`src/rtl/hazard_ctrl.sv`:
```
`default_nettype none
// ============================================================================
//  Module   : hazard_ctrl
//  Purpose  : D-stage hazard unit for a 3-stage D/X/W pipeline: forwarding
//             selects, load-use stall/bubble, redirect flush, perf counters.
//  Revision : 1.0 - initial release
// ============================================================================
module hazard_ctrl #(
    parameter int FLUSH_CYCLES = 1,
    parameter int CNT_W        = 32
) (
    input  logic             clk,
    input  logic             rst,
    input  logic             valid_d,
    input  logic [4:0]       rs1_d,
    input  logic [4:0]       rs2_d,
    input  logic [4:0]       rd_d,
    input  logic             if_rs1_d,
    input  logic             if_rs2_d,
    input  logic             regwen_d,
    input  logic [1:0]       memtoreg_d,
    input  logic             redirect_x,
    output logic             stall,
    output logic             bubble_x,
    output logic             kill_d,
    output logic [1:0]       fwd_a,
    output logic [1:0]       fwd_b,
    output logic [CNT_W-1:0] stall_cnt,
    output logic [CNT_W-1:0] flush_cnt
);

    localparam logic [0:0]       c_ST_RUN    = 1'b0;
    localparam logic [0:0]       c_ST_FLUSH  = 1'b1;
    localparam logic [1:0]       c_FCNT_INIT = 2'(FLUSH_CYCLES - 1);
    localparam bit               c_MULTI     = (FLUSH_CYCLES > 1);
    localparam logic [CNT_W-1:0] c_CNT_ONE   = {{(CNT_W-1){1'b0}}, 1'b1};

    logic             r_x_v, r_x_wen, r_x_ld;
    logic [4:0]       r_x_rd;
    logic             r_w_v, r_w_wen;
    logic [4:0]       r_w_rd;
    logic [0:0]       r_state;
    logic [1:0]       r_fcnt;
    logic [CNT_W-1:0] r_stall_cnt, r_flush_cnt;

    logic w_hx1, w_hx2, w_hw1, w_hw2;
    logic w_run, w_accept, w_luse, w_stall, w_kill;

    // x0 is hardwired zero, so it can never be a producer
    assign w_hx1 = r_x_v & r_x_wen & (r_x_rd == rs1_d) & (rs1_d != 5'd0);
    assign w_hx2 = r_x_v & r_x_wen & (r_x_rd == rs2_d) & (rs2_d != 5'd0);
    assign w_hw1 = r_w_v & r_w_wen & (r_w_rd == rs1_d) & (rs1_d != 5'd0);
    assign w_hw2 = r_w_v & r_w_wen & (r_w_rd == rs2_d) & (rs2_d != 5'd0);

    assign w_run    = (r_state == c_ST_RUN);
    assign w_accept = w_run & redirect_x;
    assign w_kill   = w_accept | ~w_run;
    assign w_luse   = valid_d & r_x_ld & ((if_rs1_d & w_hx1) | (if_rs2_d & w_hx2));
    // A redirect squashes D anyway, so stalling it would only waste a cycle
    assign w_stall  = w_luse & ~redirect_x & w_run;

    assign stall     = w_stall;
    assign bubble_x  = w_stall;
    assign kill_d    = w_kill;
    assign stall_cnt = r_stall_cnt;
    assign flush_cnt = r_flush_cnt;

    always_comb begin
        fwd_a = 2'd0;
        if (if_rs1_d & w_hx1 & ~r_x_ld)
            fwd_a = 2'd1;
        else if (if_rs1_d & w_hw1)
            fwd_a = 2'd2;
    end

    always_comb begin
        fwd_b = 2'd0;
        if (if_rs2_d & w_hx2 & ~r_x_ld)
            fwd_b = 2'd1;
        else if (if_rs2_d & w_hw2)
            fwd_b = 2'd2;
    end

    always_ff @(posedge clk) begin
        if (rst) begin
            r_x_v       <= 1'b0;
            r_x_wen     <= 1'b0;
            r_x_ld      <= 1'b0;
            r_x_rd      <= 5'd0;
            r_w_v       <= 1'b0;
            r_w_wen     <= 1'b0;
            r_w_rd      <= 5'd0;
            r_state     <= c_ST_RUN;
            r_fcnt      <= 2'd0;
            r_stall_cnt <= '0;
            r_flush_cnt <= '0;
        end else begin
            r_w_v   <= r_x_v;
            r_w_wen <= r_x_wen;
            r_w_rd  <= r_x_rd;
            r_x_v   <= valid_d & ~w_stall & ~w_kill;
            r_x_wen <= regwen_d;
            r_x_rd  <= rd_d;
            r_x_ld  <= (memtoreg_d == 2'd0);

            if (w_stall)
                r_stall_cnt <= r_stall_cnt + c_CNT_ONE;
            if (w_accept)
                r_flush_cnt <= r_flush_cnt + c_CNT_ONE;

            case (r_state)
                c_ST_RUN: begin
                    if (w_accept && c_MULTI) begin
                        r_state <= c_ST_FLUSH;
                        r_fcnt  <= c_FCNT_INIT;
                    end
                end
                default: begin
                    r_fcnt <= r_fcnt - 2'd1;
                    if (r_fcnt == 2'd1)
                        r_state <= c_ST_RUN;
                end
            endcase
        end
    end

endmodule
`default_nettype wire

```
`config.mk`:
```
export PLATFORM = sky130hd
export DESIGN_NAME = hazard_ctrl
export DESIGN_NICKNAME = d
export VERILOG_FILES = /design/src/rtl/hazard_ctrl.sv
export SDC_FILE = /design/constraint.sdc
export NUM_CORES = 1
export LEC_CHECK = 0
export CORE_MARGIN = 2
export CORE_UTILIZATION = 35
export CTS_BUF_LIST = sky130_fd_sc_hd__clkbuf_8
export DETAILED_ROUTE_END_ITERATION = 8
export DONT_BUFFER_PORTS = 1
export PLACE_DENSITY = 0.51
export SETUP_SLACK_MARGIN = 0.05
export SLEW_MARGIN = 20
export SYNTH_ARGS = -nofsm -noshare
export SYNTH_HDL_FRONTEND = slang
export SYNTH_SLANG_ARGS = --single-unit
export TNS_END_PERCENT = 50
```
`constraint.sdc`:
```
create_clock -name clk -period 2 [get_ports clk]
set_input_delay 0.1 -clock clk [delete_from_list [all_inputs] [get_ports clk]]
set_output_delay 0.1 -clock clk [all_outputs]
set_load 0.01 [all_outputs]
```
==> results_dict.tcl <==
set metrics [dict create \
    pin_count 95 \
    synth_cell_types 39 \
    synth_top_area_frac 0.437 \
    crit_arrival_ns 2.17 \
    portBuffers 0 \
    synth_edf_count 0 \
    cts-root-buf "clkbuf_8" \
    h-tree-depth 3 \
    slew_violations 0 \
    postSynthAreaPerCell_sq_um 8.79 \
    n_antenna_cell 0 \
    rr_startpoint "stall_cnt[19]$_SDFFE_PP0P_" \
    synth_top_cell_by_area "dfxtp_1" \
    clockBufferDepth 2 \
    critPathKind "flop to flop" \
    yosys.cell_count.top_type "dfxtp_1" \
    hold_path_class "primary input to flop" \
    clk_latency_ns 0.36 \
    grt_max_degree 84 \
    power_mw 2.83 \
    worst_hold_slack_ns -0.178 \
    synthTopCellsByArea "dfxtp_1 44%, xor2_1 7.7%, xnor2_1 5.1%" \
    grt_use_met3 0.0666 \
    synth_common_cells "82 x dfxtp_1, 48 x nor2_1, 33 x xor2_1" \
    vias 3409 \
    gp_congestion 0.813 \
    ys_ff_latch 82 \
    power_density_nw_per_um2 573 \
    hold_start "rst" \
    syn-num-nets 454 \
    finalSetupViolCount 0 \
    use_met2 0.283 \
    clk_pin_slew_ns 0.08 \
    die_area_sq_um 11600 \
    timing.rr.end "stall_cnt[27]$_SDFFE_PP0P_" \
    rows 37 \
    slew_headroom 0.738 \
    rsz0062_at_grt "true" \
    synth_warnings 0 \
    violations "negative hold slack" \
    period_share 0.945 \
    cts_made_buffers 9 \
    synthFlopType "dfxtp_1" \
    required_ns 2.28 \
    cts_tree "built" \
    die_x_um 108 \
    wl_per_cell_um 14.4 \
    dp_hpwl_um 6780 \
    hold_viol 59 \
    synth_area_sq_um 3750 \
    whs_path_depth 1 \
    drc 0 \
    worstSetupEndpointType "flop" \
    core_sq_um 10400 \
    grt_antenna_before_repair 0 \
    ys_seq_area_frac 0.437 \
    peakVddDrop_uv 381 \
    hold_end "stall_cnt[5]$_SDFFE_PP0P_" \
    vias_per_cell 5.13 \
    grt_pass1_wl_um 15700 \
    grt_pass1_vias 3362 \
    p_leak_nw 1.86 \
    start_kind "flop" \
    run_status "finished, violations left" \
    max_freq_mhz 529 \
    rrSetupSlack_ns 0.11 \
    antenna_left 0 \
    setup_tns_ns 0 \
    syn-instance-count 427 \
    maxCapViolCount 0 \
    r2r_cells 7 \
    async_flop_share 0 \
    skew_ns 0.00926 \
    cts_hold_buf 25 \
    overflow 0 \
    path_max_fanout 4 \
    nNetsFinal 551 \
    dr.pass1.iters 4 \
    drive_above_1_share 0.229 \
    drt_iter0_drc 171 \
    finalCriticalPeriod_ns 1.89 \
    met1_usage 0.196 \
    syn2layout_area_growth_pct 31.4 \
    die_h_um 108 \
    worstMarginPinSlew_ns 0.391 \
    drt-total-wl_um 9610 \
    clock_sinks 82 \
    grt.total_usage 0.170 \
    busiest_layer "met2" \
    initial_core_util 0.362 \
]
-- critical path: stages (launching register included) --
cell     delay, ns
dfxtp_1       0.35
buf_4         0.15
and3_1        0.18
and3_4        0.20
and3_1        0.18
nand2_1       0.11
or4_1         0.50
a21oi_1       0.15
-- repair_timing --
| action | in CTS | in global routing |
|---|---|---|
| gates resized for setup | 1 | 20 |
| setup endpoints to repair | 4 | 24 |
| cloned | 0 | 1 |
| pin swaps | 0 | 7 |
| setup buffers | 0 | 7 |
| hold endpoints to repair | 82 | 59 |
-- how the worst max path moves through the flow --
stage                     cells after the start                        from  slack (ns)                    endpoint
after floorplan                               5   flush_cnt[4]$_SDFFE_PP0P_         0.1  flush_cnt[23]$_SDFFE_PP0P_
after global placement                        8                    rs2_d[0]        0.06  stall_cnt[17]$_SDFFE_PP0P_
after detailed placement                      7        r_x_rd[0]$_SDFF_PP0_       0.003  stall_cnt[29]$_SDFFE_PP0P_
after CTS                                     8        r_x_rd[0]$_SDFF_PP0_        0.03  stall_cnt[12]$_SDFFE_PP0P_
after global routing                          7  stall_cnt[19]$_SDFFE_PP0P_      -0.003  stall_cnt[27]$_SDFFE_PP0P_
final                                         7  stall_cnt[19]$_SDFFE_PP0P_        0.11  stall_cnt[27]$_SDFFE_PP0P_
-- layer usage --
metal / vias to the layer above / share of wire
li1: 1699 / -
met1: 1599 / 0.43
met2: 97 / 0.47
met3: 14 / 0.076
met4: 0 / 0.018
met5: - / 0
-- sequential cells by signal, indices dropped and copies added, names as in the netlist --
register / flops
r_fcnt: 2
r_x_wen: 1
r_x_ld: 1
flush_cnt: 32
stall_cnt: 32
r_x_rd: 5
r_w_rd: 5
r_state: 1
r_w_v: 1
r_w_wen: 1
r_x_v: 1
-- cells by family after synthesis --
family          Yosys count  share of synthesized area
xor+xnor                 55                      0.128
buf+inv                  27                     0.0313
fa+ha+maj                 3                     0.0100
simple gates            189                      0.273
flops                    82                      0.437
compound gates           68                      0.111
mux                       3                    0.00933
-- final cells by class --
| class | count | area (sq um) |
|---|---|---|
| repair buffers | 102 | 832 |
| multi-input cells | 319 | 2080 |
| flip-flops and latches | 82 | 1650 |
| well taps | 136 | 170 |
| fillers | 998 | 5440 |
| clock buffers | 10 | 138 |
| inverters | 10 | 37.5 |
| clock inverters | 6 | 26.3 |
-- power by group --
part	leakage [nW]	internal, mW	switching (mW)	total (mW)
combinational	1.09	0.0812	0.0398	0.121
sequential	0.665	1.65	0.0195	1.67
clock	0.0996	0.465	0.570	1.04
total	1.86	2.20	0.630	2.83
-- cell usage in the layout, fill, tap and decap left out, types with 14 or more instances in the layout --
cell	instances
or3_1	23
xnor2_1	17
xor2_1	33
dlygate4sd3_1	25
nor2b_1	14
nor2_1	45
nand2_1	29
a21oi_1	28
o21ai_0	20
buf_4	76
dfxtp_1	77
nand4_1	16
-- through the flow --
step	util	instance area, sq um	instances	hold slack (ns)	setup WS [ns]
2_1_floorplan	-	3750	427	0.177	0.0956
3_3_place_gp	0.421	4370	616	0.177	0.0554
3_5_place_dp	0.421	4370	616	0.179	0.00286
4_1_cts	0.462	4790	657	-0.215	0.0262
5_1_grt	0.476	4930	665	-0.212	-0.00321
6_report	0.476	4930	665	-0.178	0.109
(Power assumes the default switching activity.)
